### src/rtl/mem_stage_pkg.sv
// Flow payload types shared by the EX/MEM and MEM/WB pipeline boundaries.
package mem_stage_pkg;

    localparam int unsigned XLEN   = 32;
    localparam int unsigned REG_AW = 5;

    // Memory-stage control bits carried from decode
    typedef struct packed {
        logic MemRead;
        logic MemWrite;
    } mem_ctrl_t;

    // Write-back control bits carried from decode
    typedef struct packed {
        logic RegWrite;
        logic MemtoReg;
    } wb_ctrl_t;

    // EX/MEM flow presented to the memory stage
    typedef struct packed {
        logic              valid;
        logic [XLEN-1:0]   alu_result;
        logic [XLEN-1:0]   rs2_data;
        logic [2:0]        funct3;
        mem_ctrl_t         mem_ctrl;
        logic [XLEN-1:0]   pc_write;
        logic [XLEN-1:0]   immediate;
        logic [REG_AW-1:0] rd_addr;
        wb_ctrl_t          wb_ctrl;
    } ex_mem_flow_t;

    // MEM/WB flow consumed by write-back
    typedef struct packed {
        logic [XLEN-1:0]   alu_result;
        logic [XLEN-1:0]   data_in;
        logic [XLEN-1:0]   pc_write;
        logic [XLEN-1:0]   immediate;
        logic [REG_AW-1:0] rd_addr;
        wb_ctrl_t          wb_ctrl;
    } mem_wb_flow_t;

endpackage

### src/rtl/mem_stage.sv
// Memory-access pipeline stage: issues loads/stores on a req/ack data bus,
// aligns load data, stalls upstream while an access is outstanding and
// abandons requests that are not acknowledged within ACK_TIMEOUT cycles.
module mem_stage
    import mem_stage_pkg::*;
#(
    parameter int unsigned ACK_TIMEOUT = 16
) (
    input  logic         clk,
    input  logic         rst_n,
    input  ex_mem_flow_t inflow,
    output mem_wb_flow_t outflow,
    output logic         stall,
    output logic         dmem_req,
    output logic         dmem_we,
    output logic [31:0]  dmem_addr,
    output logic [31:0]  dmem_wdata,
    output logic [3:0]   dmem_wstrb,
    input  logic         dmem_ack,
    input  logic [31:0]  dmem_rdata,
    output logic         misalign,
    output logic         bus_err
);

    localparam int unsigned CNT_W = (ACK_TIMEOUT < 1) ? 1 : $clog2(ACK_TIMEOUT + 1);

    typedef enum logic {
        S_IDLE = 1'b0,
        S_WAIT = 1'b1
    } state_t;

    state_t             state_q, state_d;
    logic [CNT_W-1:0]   cnt_q, cnt_d;
    mem_wb_flow_t       outflow_q, outflow_d;

    logic               mem_op_c;
    logic               aligned_c;
    logic [1:0]         offset_c;
    logic               req_c;
    logic               ack_c;
    logic               timeout_c;
    logic               stall_int_c;
    logic               misalign_int_c;
    logic               pass_c;
    logic [31:0]        shifted_c;
    logic [31:0]        load_data_c;
    logic [31:0]        wdata_c;
    logic [3:0]         wstrb_c;

    // Access decode: operation, byte offset and size-based alignment
    always_comb begin
        offset_c = inflow.alu_result[1:0];
        mem_op_c = inflow.valid & (inflow.mem_ctrl.MemRead | inflow.mem_ctrl.MemWrite);
        case (inflow.funct3[1:0])
            2'b00:   aligned_c = 1'b1;
            2'b01:   aligned_c = ~offset_c[0];
            default: aligned_c = (offset_c == 2'b00);
        endcase
    end

    // Load alignment and sign/zero extension of the returned word
    always_comb begin
        shifted_c = dmem_rdata >> {offset_c, 3'b000};
        case (inflow.funct3)
            3'b000:  load_data_c = {{24{shifted_c[7]}}, shifted_c[7:0]};
            3'b001:  load_data_c = {{16{shifted_c[15]}}, shifted_c[15:0]};
            3'b010:  load_data_c = shifted_c;
            3'b100:  load_data_c = {24'h000000, shifted_c[7:0]};
            3'b101:  load_data_c = {16'h0000, shifted_c[15:0]};
            default: load_data_c = 32'h0000_0000;
        endcase
    end

    // Store lane replication and byte enables
    always_comb begin
        case (inflow.funct3)
            3'b000: begin
                wdata_c = {4{inflow.rs2_data[7:0]}};
                wstrb_c = 4'b0001 << offset_c;
            end
            3'b001: begin
                wdata_c = {2{inflow.rs2_data[15:0]}};
                wstrb_c = 4'b0011 << offset_c;
            end
            3'b010: begin
                wdata_c = inflow.rs2_data;
                wstrb_c = 4'b1111;
            end
            default: begin
                wdata_c = inflow.rs2_data;
                wstrb_c = 4'b0000;
            end
        endcase
    end

    // Next-state, handshake qualifiers and MEM/WB payload
    always_comb begin
        state_d        = state_q;
        cnt_d          = cnt_q;
        outflow_d      = '0;
        req_c          = mem_op_c & aligned_c;
        ack_c          = req_c & dmem_ack;
        timeout_c      = req_c & ~dmem_ack & (state_q == S_WAIT)
                         & (cnt_q == CNT_W'(ACK_TIMEOUT));
        stall_int_c    = req_c & ~dmem_ack & ~timeout_c;
        misalign_int_c = mem_op_c & ~aligned_c;
        pass_c         = inflow.valid & ~mem_op_c;

        case (state_q)
            S_IDLE: begin
                if (req_c && !dmem_ack) begin
                    state_d = S_WAIT;
                    cnt_d   = CNT_W'(1);
                end else begin
                    cnt_d   = '0;
                end
            end
            S_WAIT: begin
                if (!req_c || dmem_ack || timeout_c) begin
                    state_d = S_IDLE;
                    cnt_d   = '0;
                end else begin
                    cnt_d   = cnt_q + CNT_W'(1);
                end
            end
            default: begin
                state_d = S_IDLE;
                cnt_d   = '0;
            end
        endcase

        // Only pass-through and acknowledged accesses write a real entry
        if (pass_c || ack_c) begin
            outflow_d.alu_result = inflow.alu_result;
            outflow_d.pc_write   = inflow.pc_write;
            outflow_d.immediate  = inflow.immediate;
            outflow_d.rd_addr    = inflow.rd_addr;
            outflow_d.wb_ctrl    = inflow.wb_ctrl;
            outflow_d.data_in    = (ack_c && inflow.mem_ctrl.MemRead) ? load_data_c : 32'h0000_0000;
        end
    end

    // State, wait counter and MEM/WB register
    always_ff @(posedge clk or negedge rst_n) begin
        if (!rst_n) begin
            state_q   <= S_IDLE;
            cnt_q     <= '0;
            outflow_q <= '0;
        end else begin
            state_q   <= state_d;
            cnt_q     <= cnt_d;
            outflow_q <= outflow_d;
        end
    end

    // Bus and pipeline control; reset drops the request without waiting for a clock
    assign dmem_req   = req_c & rst_n;
    assign dmem_we    = dmem_req & inflow.mem_ctrl.MemWrite;
    assign dmem_addr  = {inflow.alu_result[31:2], 2'b00};
    assign dmem_wdata = wdata_c;
    assign dmem_wstrb = dmem_we ? wstrb_c : 4'b0000;
    assign stall      = stall_int_c & rst_n;
    assign misalign   = misalign_int_c & rst_n;
    assign bus_err    = timeout_c & rst_n;
    assign outflow    = outflow_q;

endmodule
### config.mk
export PLATFORM = sky130hd
export DESIGN_NAME = mem_stage
export DESIGN_NICKNAME = d
export VERILOG_FILES = /design/src/rtl/mem_stage_pkg.sv /design/src/rtl/mem_stage.sv
export SDC_FILE = /design/constraint.sdc
export NUM_CORES = 1
export LEC_CHECK = 0
export BUFFER_PORTS_ARGS = -buffer_cell sky130_fd_sc_hd__buf_2
export CORE_MARGIN = 4
export CORE_UTILIZATION = 25
export CTS_CLUSTER_SIZE = 28
export DETAILED_ROUTE_END_ITERATION = 8
export SLEW_MARGIN = 15
export SYNTH_ARGS = -nofsm -noshare
export SYNTH_HDL_FRONTEND = slang
export SYNTH_SLANG_ARGS = --single-unit
### constraint.sdc
create_clock -name clk -period 2.3 [get_ports clk]
set_clock_uncertainty 0.05 [all_clocks]
set_input_delay 0.46 -clock clk [delete_from_list [all_inputs] [get_ports clk]]
set_output_delay 0.46 -clock clk [all_outputs]
set_load 0.02 [all_outputs]
### Yosys cells after proc, flatten, opt, wreduce, memory -nomap -nowiden

Index checks and enable logic that the tools add are counted.

| storage, ports and cells | value |
|---|---|
| register bits | 141 |
| latch bits | 0 |
| memory bits (writable) | 0 |
| ROM bits | 0 |
| input bits | 176 |
| output and inout bits | 208 |
| memories | 0 |

| operators by class | value |
|---|---|
| add/sub/neg operators | 1 |
| $mul | 0 |
| div/mod/pow operators | 0 |
| $lt $le $gt $ge | 0 |
| equal/unequal tests | 6 |
| shifts and indexed selects | 3 |
| mux-type cells | 13 |
| bitwise logic cells | 21 |
| reduce and logical (&&, ||, !) cells | 10 |

Operator list:

| kind | count |
|---|---|
| $pmux W32 S5 | 1 |
| $mux W135 | 1 |
| $pmux W32 S2 | 1 |
| $mux W32 | 1 |
| $shr A32 B5 Y32 | 1 |
| $and A1 B1 Y1 | 14 |
| $pmux W4 S3 | 1 |
| $pmux W5 S2 | 1 |
| $eq A3 B3 Y1 const B | 2 |
| $not A1 Y1 | 6 |
| $add A5 B1 Y5 const B | 1 |
| $eq A5 B5 Y1 const B | 1 |
| $mux W5 | 1 |
| $logic_not A2 Y1 | 2 |
| $mux W4 | 1 |
| $pmux W1 S2 | 2 |
| $shl A1 B2 Y4 const A | 1 |
| $shl A2 B2 Y4 const A | 1 |
| $eq A3 B1 Y1 const B | 1 |
| $eq A3 B2 Y1 const B | 1 |
| $logic_not A3 Y1 | 1 |
| $logic_or A1 B1 Y1 | 3 |
| $mux W1 | 3 |
| $eq A2 B1 Y1 const B | 1 |
| other kinds (3) | 5 |

### Logic depth before layout (Yosys ltp)

| logic depth | value |
|---|---|
| depth after elaboration | 9 |
| depth in mapped cells | 7 |
| depth with buffers taken out | 5 |

### Worst setup path after synthesis

No wires, ideal clock.

| path | value |
|---|---|
| path kind | input port to output port |
| start | input port inflow[108] in the netlist's numbering |
| end | output port dmem_wstrb[1] |
| arrival time | 1.713 ns |
| data required time | 1.790 ns |
| path slack | 0.077 ns |
| stages | 5 |
| buffers on the path | 1 |
| path through | buf_2 nand2_2 and3_2 nand4b_1 a211oi_1 |

| on the way | value |
|---|---|
| longest elaborated chain between the ends | 6 |
| elaborated cells between the ends (all ways) | 10 |
| those cells by class | shift: 2; mux: 3; bitwise: 4; reduce/logical: 1 |

Ends and longest elaborated chain:

| item | line | source |
|---|---|---|
| from (decl) | mem_stage.sv:11 | `input ex_mem_flow_t inflow,` |
| $logic_not A2 Y1 / $not A1 Y1 (equally long branches) | mem_stage.sv:57, mem_stage.sv:56 |  |
| $pmux W1 S2 | mem_stage.sv:54 | `case (inflow.funct3[1:0])` |
| $and A1 B1 Y1 | mem_stage.sv:101 | `req_c = mem_op_c & aligned_c;` |
| $and A1 B1 Y1 | mem_stage.sv:157 | `assign dmem_req = req_c & rst_n;` |
| $and A1 B1 Y1 | mem_stage.sv:158 | `assign dmem_we = dmem_req & inflow.mem_ctrl.MemWrite;` |
| $mux W4 (*) | mem_stage.sv:161 | `assign dmem_wstrb = dmem_we ? wstrb_c : 4'b0000;` |
| to (decl) | mem_stage.sv:18 | `output logic [3:0] dmem_wstrb,` |

Every way passes the cells marked *; elsewhere a longest branch is shown, timed or not.

### Final worst setup path

| path | value |
|---|---|
| start | input port inflow[74] in the netlist's numbering |
| end | output port dmem_wdata[17] |

| on the way | value |
|---|---|
| longest elaborated chain between the ends | 2 |
| elaborated cells between the ends (all ways) | 3 |
| those cells by class | eq/ne: 1; mux: 1; reduce/logical: 1 |

Ends and longest elaborated chain:

| item | line | source |
|---|---|---|
| $eq A3 B1 Y1 / $logic_not A3 Y1 (equally long branches) | mem_stage.sv:76 | `case (inflow.funct3)` |
| $pmux W32 S2 (*) | mem_stage.sv:76 |  |
| to (decl) | mem_stage.sv:17 | `output logic [31:0] dmem_wdata,` |

Marked as above.

==> impl_metrics.ini <==
[detailed_routing]
routedWlPerCell_um = 17.81
first_iter_violations = 194
ant_nets = 0
via_count = 5114
avgViaCountPerCell = 4.237
dr.pass1.iters = 4
finalWirelength_um = 21500
detail_route.drc_violations = 0

[synthesis]
synth_area_leaders = dfrtp_1, and2_1, buf_4
netlist_area_um2 = 6097
syn_area_per_cell_um2 = 11.77
synth_area_leader_cell = dfrtp_1
postSynthCellCount = 518
yosysSeqAreaShare_pct = 57.87
yosysWarnings = 0
ys_seq_elements = 141
synthDistinctLibCells = 44
synth_top_area_share_pct = 57.87

[final_layout]
area_growth_pct = 43.71
multi_input_area_um2 = 2092
seq_area_um2 = 3528
fillers = 2371
fin_cells = 1207
drive_gt1_share_pct = 53.33
nets = 1052

[global_routing]
antenna_found_initial = 3
grt_max_degree = 135
track_usage_pct = 15.53
grt_overflow = 0
grt_pass1_vias = 5309
grt_pass1_wl_um = 31130

[clock_network]
clk_path_buf_depth = 2
htreeDepth = 4
cts_sinks = 141
cts-root-buf = clkbuf_16
insertion_delay_ns = 0.42
cts_tree = yes
cts_buffers = 17
clkTransAtPathRegs_ns = 0.07

[timing]
slew_viol_final = 0
min_period_ns = 2.192
setup_viol = 0
finalHoldViolations = 0
min_period_over_period_pct = 95.30
rsz0062_at_grt = false
clock.fmax_ghz = 0.4562
whs_ns = 0.07610
tightest_slew_ns = 0.8285
slew_headroom_pct = 44.77

[worst_hold_path]
hold_path.class = input port to async pin

[placement]
globalplace.congestion = 0.7780
placed_cells = 1173
dp.final_hpwl_um = 17000
io_buffers = 381

[floorplan]
io_pins = 384
core_area_um2 = 23750
start_util_pct = 25.67
rows = 56
die_h_um = 164.2
dieArea_um2 = 26950
die_w_um = 164.2

[setup_path]
critical_path_class = input port to output pin
cp_num_buf_inv = 4
path_cells = buf_2 -> buf_4 -> nor2_2 -> buf_4 -> mux2_2 -> buf_2
arrival_ns = 1.68
r2r_end = cnt_q[4]$_DFF_PN0_
rrSetupSlack_ns = 0.72
crit_start = inflow[74]
required_ns = 1.79
cp_num_cells = 6
endpoint = dmem_wdata[17]
critPathTopFamily = buffers and inverters
start_kind = input port
max_stage_delay_ns = 0.40
r2r_cells = 5
path_max_fanout = 12
slowest_stage = mux2_2
r2r-start = cnt_q[0]$_DFF_PN0_
end_kind = output pin

[run]
maxCapViolCount = 0

[status]
status = completed

[power_and_ir_drop]
p_leak_nw = 4.852
powerDensity_nw_per_um2 = 719.7
irDropWorstVdd_mv = 0.3497
## state kept, by name (all words and copies together), names as in the netlist
| signal | count |
|---|---|
| outflow | 135 |
| state_q | 1 |
| cnt_q | 5 |
## repair_timing
action / 4_1_cts / 5_1_grt
setup endpoints to repair: 0 / 3
hold buffers: 1 / 0
buffers inserted: 0 / 0
resized for setup: 0 / 1
hold endpoints to repair: 7 / 0
## cells in the final DEF, fill, tap and decap left out, types with 6 or more instances in the layout
master     instances
buf_2            380
dfrtp_1          141
and2_1           111
a21oi_1           24
nor2_1            23
nand2_1           21
buf_4             20
mux2i_1           18
mux2_2            17
a211oi_1          17
clkbuf_16         17
nor2b_1           10
a21oi_2           10
mux2_1             9
o21ai_1            7
inv_6              6
## synth_stat cells, drive strengths merged
library cell and count:
nand2 22, a41o 1, conb 1, nand3b 1, and2 111, a31oi 1
o21a 1, xor2 2, nand2b 1, nor3b 1, clkbuf 6, nor3 2
ha 2, inv 5, nor2 24, a21boi 1, nor2b 11, nor4b 1
o2111ai 1, o21ai 9, or3 1, dfrtp 141, nand3 2, xnor2 2
a211oi 17, and3 6, nand4 2, mux2i 18, o211ai 1, buf 63
a21oi 34, nand4b 1, mux2 26
## where the power goes
part           internal [mW]  leakage [nW]  switching, mW
Sequential              2.56          1.92         0.0239
Combinational          0.364          2.64          0.568
Clock                   1.55         0.285           1.24
Total                   4.48          4.85           1.83
## cell type report
class	count	area share, %
diodes	1	0.02856
clock buffers	17	4.855
clock inverters	15	1.856
inverters	5	0.2142
multi-input cells	304	23.88
flip-flops and latches	141	40.27
well taps	319	4.555
repair buffers	405	24.35
## cell families after synthesis
| logic type | Yosys count | share of synthesized area (%) |
|---|---|---|
| AND/OR/NAND/NOR | 186 | 18.00 |
| flip-flops | 141 | 57.87 |
| buffers and inverters | 74 | 8.024 |
| AO/OA/AOI/OAI | 66 | 7.306 |
| multiplexers | 44 | 7.757 |
| XOR/XNOR | 4 | 0.5747 |
| adder cells (fa/ha/maj) | 2 | 0.4104 |
| other | 1 | 0.06150 |
## per-stage QoR
| step | util, % | area, um2 | setup TNS, ns | worst slack (ns) | total power, mW |
|---|---|---|---|---|---|
| 2_1_floorplan | - | 6101 | 0 | 0.07680 | 3.155 |
| 3_3_place_gp | 34.34 | 8158 | 0 | 0.03328 | 3.575 |
| 3_5_place_dp | 34.34 | 8158 | -0.006633 | -0.006633 | 3.581 |
| 4_1_cts | 36.86 | 8756 | 0 | 0.06681 | 6.432 |
| 5_1_grt | 36.89 | 8762 | 0 | 0.006920 | 6.632 |
| 6_report | 36.89 | 8762 | 0 | 0.1082 | 6.306 |
## worst register-to-register path, stage by stage, from the launching register on
cell and delay (ns):
dfrtp_1 0.40, inv_1 0.06, ha_1 0.22, a41o_1 0.26, nor3b_2 0.32, and3_1 0.21
## routing by layer
metal	track usage [%]	share of wire, %	wire (um)
met5	0	0.14	31
met4	4.461	1.9	409
met3	5.571	11	2272
met2	29.87	54	11590
met1	15.57	33	7192
## worst min path at each step
stage                           from                     to  cells after the start
after global routing           rst_n  outflow[89]$_DFF_PN0_                      2
final                          rst_n  outflow[89]$_DFF_PN0_                      2
after floorplan                rst_n     cnt_q[0]$_DFF_PN0_                      0
after CTS                 inflow[14]  outflow[14]$_DFF_PN0_                      2
after global placement         rst_n  outflow[96]$_DFF_PN0_                      1
after detailed placement       rst_n  outflow[96]$_DFF_PN0_                      1
No activity file was read; power rests on OpenSTA's default activity.
